--- src/rtl/serial_adder.sv ---
// serial_adder: multi-cycle ripple adder that consumes BPC bits per clock, LSB slice first.
//
// Ports:
//   clk       - sole clock, rising edge
//   rst       - synchronous active-high reset
//   start     - begin an addition; accepted in IDLE or DONE
//   A, B, Cin - operands and carry-in, sampled only on the accepting edge
//   busy      - high while the state is RUN
//   done      - one-cycle pulse while the state is DONE (results first valid)
//   Sum       - registered (A+B+Cin) mod 2^WIDTH
//   Cout      - registered carry out of bit WIDTH-1
//   overflow  - registered two's-complement overflow (carry into MSB ^ carry out of MSB)
//
// All outputs come straight from flops; there is no combinational input-to-output path.
module serial_adder #(
  parameter int unsigned WIDTH = 8,
  parameter int unsigned BPC   = 1
) (
  input  logic             clk,
  input  logic             rst,
  input  logic             start,
  input  logic [WIDTH-1:0] A,
  input  logic [WIDTH-1:0] B,
  input  logic             Cin,
  output logic             busy,
  output logic             done,
  output logic [WIDTH-1:0] Sum,
  output logic             Cout,
  output logic             overflow
);

  localparam int unsigned N    = WIDTH / BPC;
  localparam int unsigned CntW = (N < 2) ? 1 : $clog2(N + 1);

  typedef enum logic [1:0] {
    StIdle,
    StRun,
    StDone
  } state_e;

  state_e            state_q, state_d;
  logic [WIDTH-1:0]  a_q, a_d;
  logic [WIDTH-1:0]  b_q, b_d;
  logic [WIDTH-1:0]  acc_q, acc_d;
  logic              carry_q, carry_d;
  logic [CntW-1:0]   cnt_q, cnt_d;
  logic [WIDTH-1:0]  sum_q, sum_d;
  logic              cout_q, cout_d;
  logic              ovf_q, ovf_d;
  logic              busy_q, busy_d;
  logic              done_q, done_d;

  logic [BPC-1:0]    slice_sum;
  logic              slice_carry;
  logic              carry_msb;
  logic [WIDTH-1:0]  acc_next;

  // One BPC-bit ripple slice. Operands are shifted right each RUN cycle, so the
  // slice always sits in the low BPC bits of a_q/b_q.
  always_comb begin
    slice_carry = carry_q;
    carry_msb   = carry_q;
    slice_sum   = '0;
    for (int i = 0; i < int'(BPC); i++) begin
      // After the loop this holds the carry into the slice's top bit, which on
      // the final slice is the carry into the word MSB.
      carry_msb    = slice_carry;
      slice_sum[i] = a_q[i] ^ b_q[i] ^ slice_carry;
      slice_carry  = (a_q[i] & b_q[i]) | (slice_carry & (a_q[i] ^ b_q[i]));
    end
    // Slice results enter at the top and move down; after N cycles slice 0 is at bit 0.
    acc_next = (acc_q >> BPC) | (WIDTH'(slice_sum) << (WIDTH - BPC));
  end

  always_comb begin
    state_d = state_q;
    a_d     = a_q;
    b_d     = b_q;
    acc_d   = acc_q;
    carry_d = carry_q;
    cnt_d   = cnt_q;
    sum_d   = sum_q;
    cout_d  = cout_q;
    ovf_d   = ovf_q;
    busy_d  = 1'b0;
    done_d  = 1'b0;
    unique case (state_q)
      StIdle, StDone: begin
        if (start) begin
          a_d     = A;
          b_d     = B;
          carry_d = Cin;
          cnt_d   = '0;
          state_d = StRun;
          busy_d  = 1'b1;
        end else begin
          state_d = StIdle;
        end
      end
      StRun: begin
        a_d     = a_q >> BPC;
        b_d     = b_q >> BPC;
        acc_d   = acc_next;
        carry_d = slice_carry;
        cnt_d   = cnt_q + CntW'(1);
        if (cnt_q == CntW'(N - 1)) begin
          state_d = StDone;
          done_d  = 1'b1;
          sum_d   = acc_next;
          cout_d  = slice_carry;
          ovf_d   = carry_msb ^ slice_carry;
        end else begin
          busy_d = 1'b1;
        end
      end
      default: state_d = StIdle;
    endcase
  end

  always_ff @(posedge clk) begin
    if (rst) begin
      state_q <= StIdle;
      a_q     <= '0;
      b_q     <= '0;
      acc_q   <= '0;
      carry_q <= 1'b0;
      cnt_q   <= '0;
      sum_q   <= '0;
      cout_q  <= 1'b0;
      ovf_q   <= 1'b0;
      busy_q  <= 1'b0;
      done_q  <= 1'b0;
    end else begin
      state_q <= state_d;
      a_q     <= a_d;
      b_q     <= b_d;
      acc_q   <= acc_d;
      carry_q <= carry_d;
      cnt_q   <= cnt_d;
      sum_q   <= sum_d;
      cout_q  <= cout_d;
      ovf_q   <= ovf_d;
      busy_q  <= busy_d;
      done_q  <= done_d;
    end
  end

  assign busy     = busy_q;
  assign done     = done_q;
  assign Sum      = sum_q;
  assign Cout     = cout_q;
  assign overflow = ovf_q;

endmodule

--- config.mk ---
export PLATFORM = sky130hd
export DESIGN_NAME = serial_adder
export DESIGN_NICKNAME = d
export VERILOG_FILES = /design/src/rtl/serial_adder.sv
export SDC_FILE = /design/constraint.sdc
export NUM_CORES = 1
export LEC_CHECK = 0
export ABC_CLOCK_PERIOD_IN_PS = 1500
export CAP_MARGIN = 20
export CORE_AREA = 4 4 87 89
export CTS_BUF_LIST = sky130_fd_sc_hd__clkbuf_4 sky130_fd_sc_hd__clkbuf_8 sky130_fd_sc_hd__clkbuf_16
export CTS_CLUSTER_DIAMETER = 30
export DETAILED_ROUTE_END_ITERATION = 7
export DIE_AREA = 0 0 91 93
export GPL_TIMING_DRIVEN = 0
export PLACE_DENSITY = 0.53
export SYNTH_ARGS = -nofsm -noshare
export SYNTH_HDL_FRONTEND = slang
export SYNTH_SLANG_ARGS = --single-unit
--- constraint.sdc ---
create_clock -name clk -period 1.5 [get_ports clk]
set_input_delay 0.225 -clock clk [delete_from_list [all_inputs] [get_ports clk]]
set_output_delay 0.225 -clock clk [all_outputs]
set_load 0.005 [all_outputs]
# [Yosys cells after proc, flatten, opt, wreduce, memory -nomap -nowiden]
# Cells that the tools add are included.
[word_totals] regBits=43 elab_cells=46
[classes] n_eq_ne=5 n_mux=15 add_sub_neg=1 n_bitwise=8 n_reduce_logical=6
[op_table] op="case mux 8 bit (2 select lines)" count=2
[op_table] op="two-way mux 8 bit" count=2
[op_table] op="bitwise OR 7 x 8 -> 8 bit" count=1
[op_table] op="case mux 4 bit (2 select lines)" count=1
[op_table] op="two-way mux 1 bit" count=5
[op_table] op="adder 4 x 1 -> 4 bit, second input constant" count=1
[op_table] op="equality test 4 x 3 -> 1 bit, second input constant" count=1
[op_table] op="two-way mux 4 bit" count=1
[op_table] op="inequality test 2 bit, second input constant" count=2
[op_table] op="case mux 1 bit (2 select lines)" count=2
[op_table] op="case mux 2 bit (2 select lines)" count=1
[op_table] op="AND reduction 2 bit" count=2
[op_table] op="OR reduction 2 bit" count=2
[op_table] op="XOR 1 bit" count=3
[op_table] op="AND 1 bit" count=2
[op_table] op="equality test 2 x 1 -> 1 bit, second input constant" count=1
[op_table] op="equality test 2 bit, second input constant" count=1
[op_table] op="zero test 2 bit" count=1
[op_table] op="two-way mux 2 bit" count=1
[op_table] op="nonzero test 2 bit" count=1
[op_table] op="NOT 1 bit" count=1
[op_table] op="bitwise OR 1 bit" count=1

# [Logic depth before layout (Yosys ltp)]
# Gate-level depths: netlist of the first run.
[depth] ltp_word=4 depth_mapped=5

# [Worst setup path after synthesis of the first run]
# Ideal clock, no wire load.
[synth_path] path_kind="register to register" start="register a_q[0]" end="register ovf_q, in the netlist overflow" t_arrival_ns=1.129 setup_time_ns=0.091 path_buffers=0 stages_incl_launch_ff=4 setup_slack_ns=0.281 synth_period_minus_slack_ns=1.219 path_cell_list="dfxtp_1 > fa_1 > xnor2_1 > a311oi_1"
[synth_between] elab_chain_len=4 word_cells_on_any_way=5 cone_classes="bitwise (5)"
[synth_lines] element="from (decl)" line="42" source="logic [WIDTH-1:0] a_q, a_d;"
[synth_lines] element="from (signal assigned)" line="123" source="a_q <= '0;"
[synth_lines] element="from (signal assigned)" line="135" source="a_q <= a_d;"
[synth_lines] element="XOR 1 bit" line="69" source="slice_carry = (a_q[i] & b_q[i]) | (slice_carry & (a_q[i] ^ b_q[i]));"
[synth_lines] element="AND 1 bit" line="69"
[synth_lines] element="bitwise OR 1 bit *" line="69"
[synth_lines] element="net slice_carry" line="54" source="logic slice_carry;"
[synth_lines] element="XOR 1 bit *" line="111" source="ovf_d = carry_msb ^ slice_carry;"
[synth_lines] element="to (signal assigned)" line="142" source="ovf_q <= ovf_d;"
[synth_lines] element="to (decl)" line="49" source="logic ovf_q, ovf_d;"
# The timed path passes the listed nets; every way through them passes the cells marked *.
# A chain may end at the register's enable or synchronous reset.

# [Worst setup path in the final report of the first run]
[layout_path] start="register cout_q, in the netlist Cout" end="output port Cout"
[layout_rtl] element="from (decl)" line="48" source="logic cout_q, cout_d;"
[layout_rtl] element="from (signal assigned)" line="141" source="cout_q <= cout_d;"
[layout_rtl] element="to (decl)" line="28" source="output logic Cout,"
# No word-level cell between the ends.

==> qor.txt, run 1 <==
Yosys cell types -> 25
Final Skew -> 4.34 ps
GRT overflow -> 0
IR drop worst, VDD -> 468 µV
Setup WS pre-CTS -> -10.6 ps
Io pins -> 32
Later-pin clock latency in the skew report -> 290 ps
Cell-by-cell trace of the critical path -> clkdlybuf4s50_1
Final hold violations -> 0
Rows -> 30
N_diodes -> 0
Hold Crit Depth -> 2
Initial DRC count -> 107
Relative slew slack -> 0.662
Leakage -> 0.738 nW
Sequential area share after synthesis -> 0.503
Req. time, crit path -> 1270 ps
Initial Util -> 0.247
Yosys reg bits -> 42
Top Family by Delay on Critical Path -> buffers and inverters
Number of clock sinks -> 42
Pwr Total -> 0.00233 W
Cell Area, Synth -> 1670 µm²
Vias post-DR -> 1449
Worst hold margin -> 291 ps
Routed len/inst -> 13.5 µm
DIE AREA -> 8460 µm²
CP max FO -> 2
Global Route Usage Sum -> 0.105
Max_cap viols -> 0
Die height -> 93 µm
Startpoint types -> register
Core area -> 6760 µm²
Total wire length -> 4.13 mm
Largest area contributor in the netlist -> dfxtp_1
CTS H-tree depth -> 2
Root buffer selected by CTS -> clkbuf_8
Critical Path Slowest Stage Cell -> clkdlybuf4s50_1
CP Capture Type -> output port
Die width -> 91 µm
Unrepaired setup endpoints after global routing -> no
Worst-Margin Slew -> 507 ps
Slowest stage delay, CP -> 510 ps
Kind of critical path -> reg2out
Pwr per Cell Area -> 1060 nW/µm²
Final period util -> 0.920
RePlAce Congestion -> 0.749
Antenna Nets Post-Route -> 0
Yosys warning total -> 0
Buf/Inv on CP -> 1
Largest net degree at the start of global routing -> 14
Top cell type's share of synthesized area -> 0.503
Initial antenna violation count -> 0
Fmax -> 725 MHz
Minimum clock period -> 1380 ps
Final WS setup -> 120 ps
Critical path arrival -> 1160 ps
Worst-path clk slew -> 80 ps
DP Wirelength -> 2.93 mm
Syn_nets -> 211
Nets -> 248
CTS tree -> yes
Area added between synthesis and finish -> 30.9%
DR DRC count -> 0
Area contributors post-synth -> dfxtp_1, a21oi_1, nand3_1, a22oi_1, nand2_1
Vias in the first global route -> 1420
# fillers -> 723
First-pass GRT wire length -> 7.16 mm
Mapped Cells -> 189
Status -> finished, final reports clean
Buffers on Ports -> 30
Vias/cell -> 4.72
First-pass DRT Iterations -> 4
Fin. max-slew vios -> 0
Crit path depth -> 1
Final setup viols -> 0
CTS Hold Bufs -> 0
Share of cells above drive strength 1 -> 0.115
Max clock buf depth -> 2
Mean Syn Cell Area -> 8.84 µm²
CTS Buf Count -> 5
Worst r2r path cells -> 5
Min-delay worst type -> in2reg
## metal layers
metal / global-route usage / vias to the layer above / wire [µm] / part of all wire
met1: 0.136 / 674 / 1950 / 0.47
met2: 0.167 / 27 / 1930 / 0.47
met5: 0 / - / 0 / 0
met4: 0.0377 / 0 / 62 / 0.015
li1: - / 743 / - / -
met3: 0.0298 / 5 / 183 / 0.044
## cells in the mapped netlist
| cell | n |
|---|---|
| xnor2_1 | 1 |
| nor3_1 | 2 |
| a21oi_1 | 38 |
| a22oi_1 | 15 |
| nor3b_1 | 1 |
| and2b_1 | 1 |
| a311oi_1 | 1 |
| mux2_2 | 2 |
| nand2b_1 | 3 |
| nand3b_1 | 1 |
| nor2_1 | 3 |
| buf_6 | 2 |
| nand4_1 | 1 |
| buf_4 | 4 |
| nand3_1 | 28 |
| dfxtp_1 | 42 |
| o21ai_0 | 9 |
| fa_1 | 1 |
| buf_2 | 7 |
| nor2b_1 | 1 |
| nand2_1 | 17 |
| clkbuf_1 | 6 |
| ha_1 | 1 |
| and3b_1 | 1 |
| a211oi_2 | 1 |
## flip-flops by register name, summed over array words and instances (netlist names)
register   flops
state_q        2
acc_q          7
Sum            8
done           1
b_q            8
a_q            8
carry_msb      1
busy           1
cnt_q          4
Cout           1
overflow       1
## layout make-up
| cell class | count | area (µm²) | share of cell area |
|---|---|---|---|
| timing repair buffer | 30 | 300 | 0.137 |
| buffer | 19 | 114 | 0.0520 |
| sequential | 42 | 841 | 0.384 |
| multi-input combinational | 128 | 724 | 0.331 |
| tap | 80 | 100 | 0.0457 |
| clock buffer | 5 | 68.8 | 0.0314 |
| clock inverter | 3 | 40.0 | 0.0183 |
## placed cells by master (no fill, tap or decap), drive strengths merged, types with 2 or more instances in the layout
cell type / count
clkdlybuf4s50: 30
o21ai: 9
nand2: 17
buf: 13
a22oi: 15
nand3: 28
clkbuf: 11
nor2: 3
nor3: 2
dfxtp: 42
mux2: 2
clkinv: 2
nand2b: 3
a21oi: 38
## kinds of logic (layout without fill, tap and decap cells)
| kind of cell | after synthesis | after routing | synth area share |
|---|---|---|---|
| buffers and inverters | 19 | 57 | 0.0659 |
| XOR/XNOR | 1 | 1 | 0.00524 |
| flip-flops | 42 | 42 | 0.503 |
| adder cells (fa/ha/maj) | 2 | 2 | 0.0195 |
| multiplexers | 2 | 2 | 0.0135 |
| AND/OR/NAND/NOR | 59 | 59 | 0.172 |
| AO/OA/AOI/OAI | 64 | 64 | 0.221 |
## final timing paths
path | startpoint | to | slack (ps)
max | Cout | Cout | 120
min | rst | overflow | 290
max reg2reg | cnt_q[0] | Sum[4] | 170
min reg2reg | b_q[1] | b_q[1] | 470
## worst register-to-register path: cells and delay by family, from the launching register on
family | cells | cell delay, ps
buf+inv | 1 | 210
fa+ha+maj | 1 | 220
compound gates | 2 | 260
flops | 1 | 390
simple gates | 1 | 130
## report_power, final
group | leakage [nW] | internal, W | switching (W)
Sequential | 0.342 | 0.00116 | 0.0000254
Combinational | 0.338 | 0.000127 | 0.000147
Clock | 0.0579 | 0.000490 | 0.000383
Total | 0.738 | 0.00177 | 0.000556
## stage by stage
stage	util	area [µm²]	setup TNS (ps)	std cells
final	0.324	2190	0	307
after global routing	0.324	2190	0	307
after CTS	0.323	2180	0	307
after detailed placement	0.307	2070	-18.7	299
after global placement	0.307	2070	-8.14	299
after floorplan	-	1670	0	189
## what timing repair did
item / in CTS / in global routing
setup buffers: 0 / 0
setup endpoints to repair: 0 / 9
resized for setup: 0 / 5
Note: power is estimated with default switching activity, not from simulation.
==> inputs of run 2 (changes only) <==
- CORE_AREA: 4 4 87 89 -> 8 8 91 93
- DIE_AREA: 0 0 91 93 -> 0 0 99 101
==> run 2 against run 1 <==
Net effect: die area is 18% higher; global-route usage is 1.8 points lower; sequential cell count stayed put; register-to-register slack worse by 30 ps; critical path depth stayed put; worst setup slack worse by 0.59 ps; clock power is 13% lower; non-clock buffer count stayed put; worst hold slack better by 23 ps; wire length is 2.8% higher.
==> qor.txt, run 2 (synthesis gave the netlist of run 1 again) <==
Status -> finished, final reports clean
N_diodes -> 0
Max clock buf depth -> 2
Number of clock sinks -> 42
Fmax -> 724 MHz
Leakage -> 0.732 nW
Fin. max-slew vios -> 0
Initial antenna violation count -> 0
Commonest non-fill, non-tap cells in the layout -> dfxtp_1, a21oi_1, clkdlybuf4s50_1
Switching share of power -> 0.245
CTS Buf Count -> 5
Clock share of power -> 0.343
First-pass DRT Iterations -> 4
Top Family by Delay on Critical Path -> buffers and inverters
Buffers on Ports -> 30
Final Util -> 0.313
Io pins -> 32
Antenna Nets Post-Route -> 0
Critical path arrival -> 1160 ps
Kind of critical path -> reg2out
Pwr Total -> 0.00221 W
Die height -> 101 µm
Rows -> 31
Int Power -> 0.00167 W
Flop pwr share -> 0.533
CP max FO -> 2
Reg area -> 841 µm²
Min-delay worst type -> in2reg
Worst hold margin -> 314 ps
Final setup viols -> 0
Critical Path Slowest Stage Cell -> clkdlybuf4s50_1
# fillers -> 737
Sw Pwr -> 0.000542 W
Vias post-DR -> 1453
Final Skew -> 7.07 ps
Later-pin clock latency in the skew report -> 290 ps
Area of the multi-input gates -> 721 µm²
CTS H-tree depth -> 2
TNS Setup -> 0 ps
Cell-by-cell trace of the critical path -> clkdlybuf4s50_1
Final period util -> 0.921
Combinational power share -> 0.124
Share of cells above drive strength 1 -> 0.110
Worst-path clk slew -> 70 ps
DR DRC count -> 0
RePlAce Congestion -> 0.727
Max_cap viols -> 0
Cell Area, Placed -> 2070 µm²
Vias in the first global route -> 1386
Routed len/inst -> 13.8 µm
Total wire length -> 4.25 mm
Req. time, crit path -> 1270 ps
Largest net degree at the start of global routing -> 13
Area added between synthesis and finish -> 29.9%
Most common cell after layout, fill and taps aside -> dfxtp_1
Relative slew slack -> 0.665
Vias/cell -> 4.70
Die width -> 99 µm
IR drop worst, VDD -> 354 µV
Core area -> 6940 µm²
Initial Util -> 0.241
GRT overflow -> 0
Unrepaired setup endpoints after global routing -> no
Initial DRC count -> 75
Final instance area -> 2170 µm²
CTS tree -> yes
Minimum clock period -> 1380 ps
CP Capture Type -> output port
First-pass GRT wire length -> 6.84 mm
Nets -> 248
Final hold violations -> 0
Startpoint types -> register
Global Route Usage Sum -> 0.0868
Slowest stage delay, CP -> 510 ps
DIE AREA -> 10000 µm²
Root buffer selected by CTS -> clkbuf_8
Worst-Margin Slew -> 502 ps
Pwr per Cell Area -> 1020 nW/µm²
Buf/Inv on CP -> 1
DP Wirelength -> 3.06 mm
-- run 2: layer usage --
metal,wire length [µm],track usage,share of wire,up-vias
met1,2060,0.114,0.48,662
met3,222,0.0256,0.052,4
li1,-,-,-,751
met4,38,0.0283,0.0089,0
met2,1930,0.133,0.45,36
met5,0,0,0,-
-- run 2: what timing repair did --
action / 4_1_cts / 5_1_grt
hold endpoints to repair: 0 / 0
buffers inserted: 0 / 0
endpoints found under the setup margin: 0 / 9
resized for setup: 0 / 3
hold buffers: 0 / 0
-- run 2: path summary, 6_finish.rpt --
kind                 start  endpoint  slack [ps]  depth (start not counted)
setup / recovery  overflow  overflow         120                          1
hold / removal         rst  overflow         310                          2
setup reg to reg  cnt_q[0]      busy         140                          5
hold reg to reg   acc_q[1]  acc_q[1]         470                          2
-- run 2: power groups by stage --
| stage | Clock [W] | Sequential (W) | Combinational [W] |
|---|---|---|---|
| after global routing | 0.000845 | 0.00119 | 0.000303 |
| after global placement | 0 | 0.00121 | 0.000275 |
| after detailed placement | 0 | 0.00121 | 0.000276 |
| after CTS | 0.000793 | 0.00118 | 0.000277 |
| final | 0.000759 | 0.00118 | 0.000273 |
| after floorplan | 0 | 0.00120 | 0.000170 |
-- run 2: final cells by class --
cell class                      instances  area share
Sequential cell                        42       0.387
Clock buffer                            7      0.0415
Clock inverter                          1     0.00231
Tap cell                               82      0.0473
Multi-Input combinational cell        128       0.332
Buffer                                 19      0.0513
Timing Repair Buffer                   30       0.138
-- run 2: stage by stage --
stage                     std cells  worst slack (ps)
final                           309               119
after global routing            309              39.8
after CTS                       309              3.21
after detailed placement        301            0.0379
after global placement          301             0.332
after floorplan                 189               281
